==> src/rtl/cpu_pkg.sv <==
// Shared CPU definitions: ARM condition codes and {N,Z,C,V} flag bit positions.
// Used by cond_check and cond_unit.
package cpu_pkg;

  typedef enum logic [3:0] {
    COND_EQ = 4'b0000,
    COND_NE = 4'b0001,
    COND_CS = 4'b0010,
    COND_CC = 4'b0011,
    COND_MI = 4'b0100,
    COND_PL = 4'b0101,
    COND_VS = 4'b0110,
    COND_VC = 4'b0111,
    COND_HI = 4'b1000,
    COND_LS = 4'b1001,
    COND_GE = 4'b1010,
    COND_LT = 4'b1011,
    COND_GT = 4'b1100,
    COND_LE = 4'b1101,
    COND_AL = 4'b1110,
    COND_NV = 4'b1111
  } cond_e;

  localparam int FLAG_N = 3;
  localparam int FLAG_Z = 2;
  localparam int FLAG_C = 1;
  localparam int FLAG_V = 0;

endpackage

==> src/rtl/cond_check.sv <==
// Condition-field evaluation against the registered {N,Z,C,V} flags.
// Purely combinational.
module cond_check
  import cpu_pkg::*;
(
  input  logic [3:0] iCond,
  input  logic [3:0] iFlags,
  output logic       oCondEx
);

  logic n, z, c, v;

  always_comb begin
    n = iFlags[FLAG_N];
    z = iFlags[FLAG_Z];
    c = iFlags[FLAG_C];
    v = iFlags[FLAG_V];
    oCondEx = 1'b0;
    unique case (cond_e'(iCond))
      COND_EQ: oCondEx = z;
      COND_NE: oCondEx = !z;
      COND_CS: oCondEx = c;
      COND_CC: oCondEx = !c;
      COND_MI: oCondEx = n;
      COND_PL: oCondEx = !n;
      COND_VS: oCondEx = v;
      COND_VC: oCondEx = !v;
      COND_HI: oCondEx = c & !z;
      COND_LS: oCondEx = !c | z;
      COND_GE: oCondEx = (n == v);
      COND_LT: oCondEx = (n != v);
      COND_GT: oCondEx = !z & (n == v);
      COND_LE: oCondEx = z | (n != v);
      COND_AL: oCondEx = 1'b1;
      COND_NV: oCondEx = 1'b0;
    endcase
  end

endmodule

==> src/rtl/cond_unit.sv <==
// Conditional-execution unit: flag register, write gating, exec/skip stats.
// Define COND_UNIT_STATS_EN to build the statistics counters.
module cond_unit
  import cpu_pkg::*;
(
  input  logic        iClk,
  input  logic        iRst,
  input  logic        iEn,
  input  logic [3:0]  iCond,
  input  logic [3:0]  iALUFlags,
  input  logic [1:0]  iFlagW,
  input  logic        iPCS,
  input  logic        iRegW,
  input  logic        iMemW,
  input  logic        iStatClr,
  output logic        oPCSrc,
  output logic        oRegWrite,
  output logic        oMemWrite,
  output logic        oCondEx,
  output logic [3:0]  oFlags,
  output logic [15:0] oExecCnt,
  output logic [15:0] oSkipCnt
);

  logic [3:0] flags_q, flags_d;
  logic       commit;

  cond_check u_cond_check (
    .iCond   (iCond),
    .iFlags  (flags_q),
    .oCondEx (oCondEx)
  );

  assign commit    = iEn & oCondEx;
  assign oPCSrc    = iPCS  & commit;
  assign oRegWrite = iRegW & commit;
  assign oMemWrite = iMemW & commit;
  assign oFlags    = flags_q;

  always_comb begin
    flags_d = flags_q;
    if (commit && iFlagW[1]) begin
      flags_d[FLAG_N] = iALUFlags[FLAG_N];
      flags_d[FLAG_Z] = iALUFlags[FLAG_Z];
    end
    if (commit && iFlagW[0]) begin
      flags_d[FLAG_C] = iALUFlags[FLAG_C];
      flags_d[FLAG_V] = iALUFlags[FLAG_V];
    end
  end

  always_ff @(posedge iClk) begin
    if (iRst) flags_q <= '0;
    else      flags_q <= flags_d;
  end

`ifdef COND_UNIT_STATS_EN
  logic [15:0] exec_cnt_q, exec_cnt_d;
  logic [15:0] skip_cnt_q, skip_cnt_d;

  // Clear wins over increment; counters stick at all-ones.
  always_comb begin
    exec_cnt_d = exec_cnt_q;
    skip_cnt_d = skip_cnt_q;
    if (iStatClr) begin
      exec_cnt_d = '0;
      skip_cnt_d = '0;
    end else if (iEn) begin
      if (oCondEx) begin
        if (exec_cnt_q != 16'hFFFF) exec_cnt_d = exec_cnt_q + 16'd1;
      end else begin
        if (skip_cnt_q != 16'hFFFF) skip_cnt_d = skip_cnt_q + 16'd1;
      end
    end
  end

  always_ff @(posedge iClk) begin
    if (iRst) begin
      exec_cnt_q <= '0;
      skip_cnt_q <= '0;
    end else begin
      exec_cnt_q <= exec_cnt_d;
      skip_cnt_q <= skip_cnt_d;
    end
  end

  assign oExecCnt = exec_cnt_q;
  assign oSkipCnt = skip_cnt_q;
`else
  logic unused_stat_clr;
  assign unused_stat_clr = iStatClr;
  assign oExecCnt = '0;
  assign oSkipCnt = '0;
`endif

endmodule

==> config.mk <==
export PLATFORM = sky130hd
export DESIGN_NAME = cond_unit
export DESIGN_NICKNAME = d
export VERILOG_FILES = /design/src/rtl/cpu_pkg.sv /design/src/rtl/cond_check.sv /design/src/rtl/cond_unit.sv
export SDC_FILE = /design/constraint.sdc
export NUM_CORES = 1
export LEC_CHECK = 0
export CAP_MARGIN = 20
export CORE_MARGIN = 5
export CORE_UTILIZATION = 32
export DETAILED_ROUTE_END_ITERATION = 16
export PLACE_DENSITY = 0.8
export SLEW_MARGIN = 15
export SYNTH_ARGS = -nofsm -noshare
export SYNTH_HDL_FRONTEND = slang
export SYNTH_SLANG_ARGS = --single-unit
==> constraint.sdc <==
create_clock -name iClk -period 2.6 [get_ports iClk]
set_clock_uncertainty 0.15 [all_clocks]
set_input_delay 0.52 -clock iClk [delete_from_list [all_inputs] [get_ports iClk]]
set_output_delay 0.52 -clock iClk [all_outputs]
set_load 0.01 [all_outputs]
==> impl_metrics.tcl <==
set metrics [dict create \
    critical_path.endpoint_type "output port" \
    synth_edf_count 0 \
    post-route-period-util 1.014 \
    initial_core_util 0.3425 \
    nNetsFinal 138 \
    die_x_um 56.29 \
    synth_area_um2 685.7 \
    grt_pass1_vias 591 \
    irDropWorstVdd_mv 0.1729 \
    antenna_found_initial 0 \
    ioPinCount 57 \
    crit_path_start_kind "flop" \
    largest_reg_flops 4 \
    fin_crit_ns 2.637 \
    path_clk_slew_ns 0.04 \
    dp_hpwl_mm 1.302 \
    setup-violations-final 1 \
    routed_wl_mm 1.658 \
    ys_top_cells_by_area "buf_4, dfxtp_1, nand4b_1" \
    critPathKind "reg -> out" \
    clk_latency_ns 0.24 \
    grt_setup_unrepaired "yes" \
    synth_cell_types 32 \
    final_common_cell "conb_1" \
    hold_start "oFlags[1]$_SDFFE_PP0P_" \
    final_cells 146 \
    final_cell_mix "conb_1, clkdlybuf4s50_1, buf_4" \
    grt_first_pass_wirelength_mm 2.380 \
    avgViaCountPerCell 4.171 \
    cts_max_level 1 \
    critPathMaxFanout 4 \
    ys.flop_type "dfxtp_1" \
    cts_buffers 3 \
    startpoint "oFlags[3]$_SDFFE_PP0P_" \
    grt_usage 0.09693 \
    cp_slowest_cell "a2111oi_4" \
    clock_path_buffers 2 \
    num_antenna_cells 0 \
    core-area_um2 2002 \
    grt-ovfl-total 0 \
    grt_max_degree 11 \
    whs_ns 0.3758 \
    hold_viol 0 \
    drcViolationCount 0 \
    p_leak_nw 0.4256 \
    yosysTopAreaCell "buf_4" \
    synthCells 86 \
    cp_slowest_stage_delay_ns 0.40 \
    max_freq_mhz 379.3 \
    seq_area_frac_synth 0.1168 \
    wl_per_cell_um 11.36 \
    r2r-start "oFlags[3]$_SDFFE_PP0P_" \
    gp_congestion 0.7656 \
    num_rows 16 \
    dp.cells 140 \
    yosys_warnings 0 \
    setup_ws_ns -0.03657 \
    cap_violations 0 \
    first_pass_iters 3 \
    drv_slew 0 \
    drt_iter0_markers 3 \
    violations "setup timing" \
    drive_above_1_share 0.3025 \
    cts_sinks 4 \
    required_ns 1.93 \
    crit_chain "xnor2_4 > xnor2_1 > a211o_1 > a2111oi_4 > buf_4 > and2_4 > buf_6" \
    yosys_register_bits 4 \
    async_flop_share 0 \
    io_buffers 23 \
    die_area_um2 3169 \
    dp_worst_setup_slack_ns -0.8971 \
    synth.avg_cell_area_um2 7.973 \
    vias 609 \
    min_path_type "reg -> reg" \
    drtAntennaViolNets 0 \
    cp_data_arrival_time_ns 1.97 \
    power_density_nw_per_um2 304.0 \
    die_h_um 56.29 \
    root_buffer "clkbuf_4" \
    cts_tree "built" \
    syn_to_final_growth_pct 36.86 \
    synthDominantCellAreaShare 0.3504 \
    outcome "complete, but fails checks" \
]
[where the power goes]
part	total, mW	leakage [nW]	internal, mW	switching, mW
clock network	0.0781	0.0138	0.0517	0.0264
logic	0.137	0.378	0.0698	0.0674
registers	0.0699	0.0342	0.0645	0.00542
[logic make-up after synthesis]
kind of cell,share of synthesized area
AND/OR/NAND/NOR,0.2537
other,0.005469
AO/OA/AOI/OAI,0.1825
multiplexers,0.02920
flip-flops,0.1168
XOR/XNOR,0.03651
buffers and inverters,0.3759
[synthesized netlist by cell type, types with 3 or more instances]
master / n
nand4b_1: 4
dfxtp_1: 4
and2_2: 3
nand2b_1: 3
buf_4: 32
nor2_1: 3
o21ai_1: 4
[per-layer routing]
metal / part of all wire / global-route usage
met5: 0 / 0
met4: 0.040 / 0.1051
met3: 0.13 / 0.02523
met2: 0.49 / 0.1703
met1: 0.34 / 0.08368
[cell type report]
class / instances / area, µm²
clock buffer: 3 / 22.52
multi-input combinational: 77 / 499.2
fill: 206 / 1064
inverter: 1 / 3.754
tap: 27 / 33.78
timing repair buffer: 34 / 292.8
sequential: 4 / 86.33
[repair_timing]
item,CTS,global route
resized for setup,38,3
hold buffers,0,0
buffers inserted,3,0
endpoints found under the setup margin,4,3
pin swaps,8,5
[critical path, delay by kind of cell, from the launching register on]
kind / cells / cell delay, ns
AOI/OAI and AO/OA: 2 / 0.71
DFF: 1 / 0.35
xor gates and xnor gates: 2 / 0.27
buffers and inverters: 2 / 0.27
and+or+nand+nor: 1 / 0.13
[worst paths after layout]
kind | end | slack, ns | cells after the start
setup / recovery | oMemWrite | -0.04 | 7
hold / removal | oFlags[1]$_SDFFE_PP0P_ | 0.38 | 2
setup reg to reg | oFlags[1]$_SDFFE_PP0P_ | 0.40 | 9
hold reg to reg | oFlags[1]$_SDFFE_PP0P_ | 0.38 | 2
[through the flow]
step                      TNS (ns)    util  total power [mW]  cell area, µm²
after floorplan                  0       -            0.1758           802.0
after global routing       -0.1667  0.4688            0.3010           938.4
final                     -0.03657  0.4688            0.2853           938.4
after global placement      -3.251  0.4356            0.1942           872.1
after detailed placement    -3.970  0.4356            0.1972           872.1
after CTS                 -0.02648  0.4644            0.2850           929.6
Power figures use the tool's default switching activity.
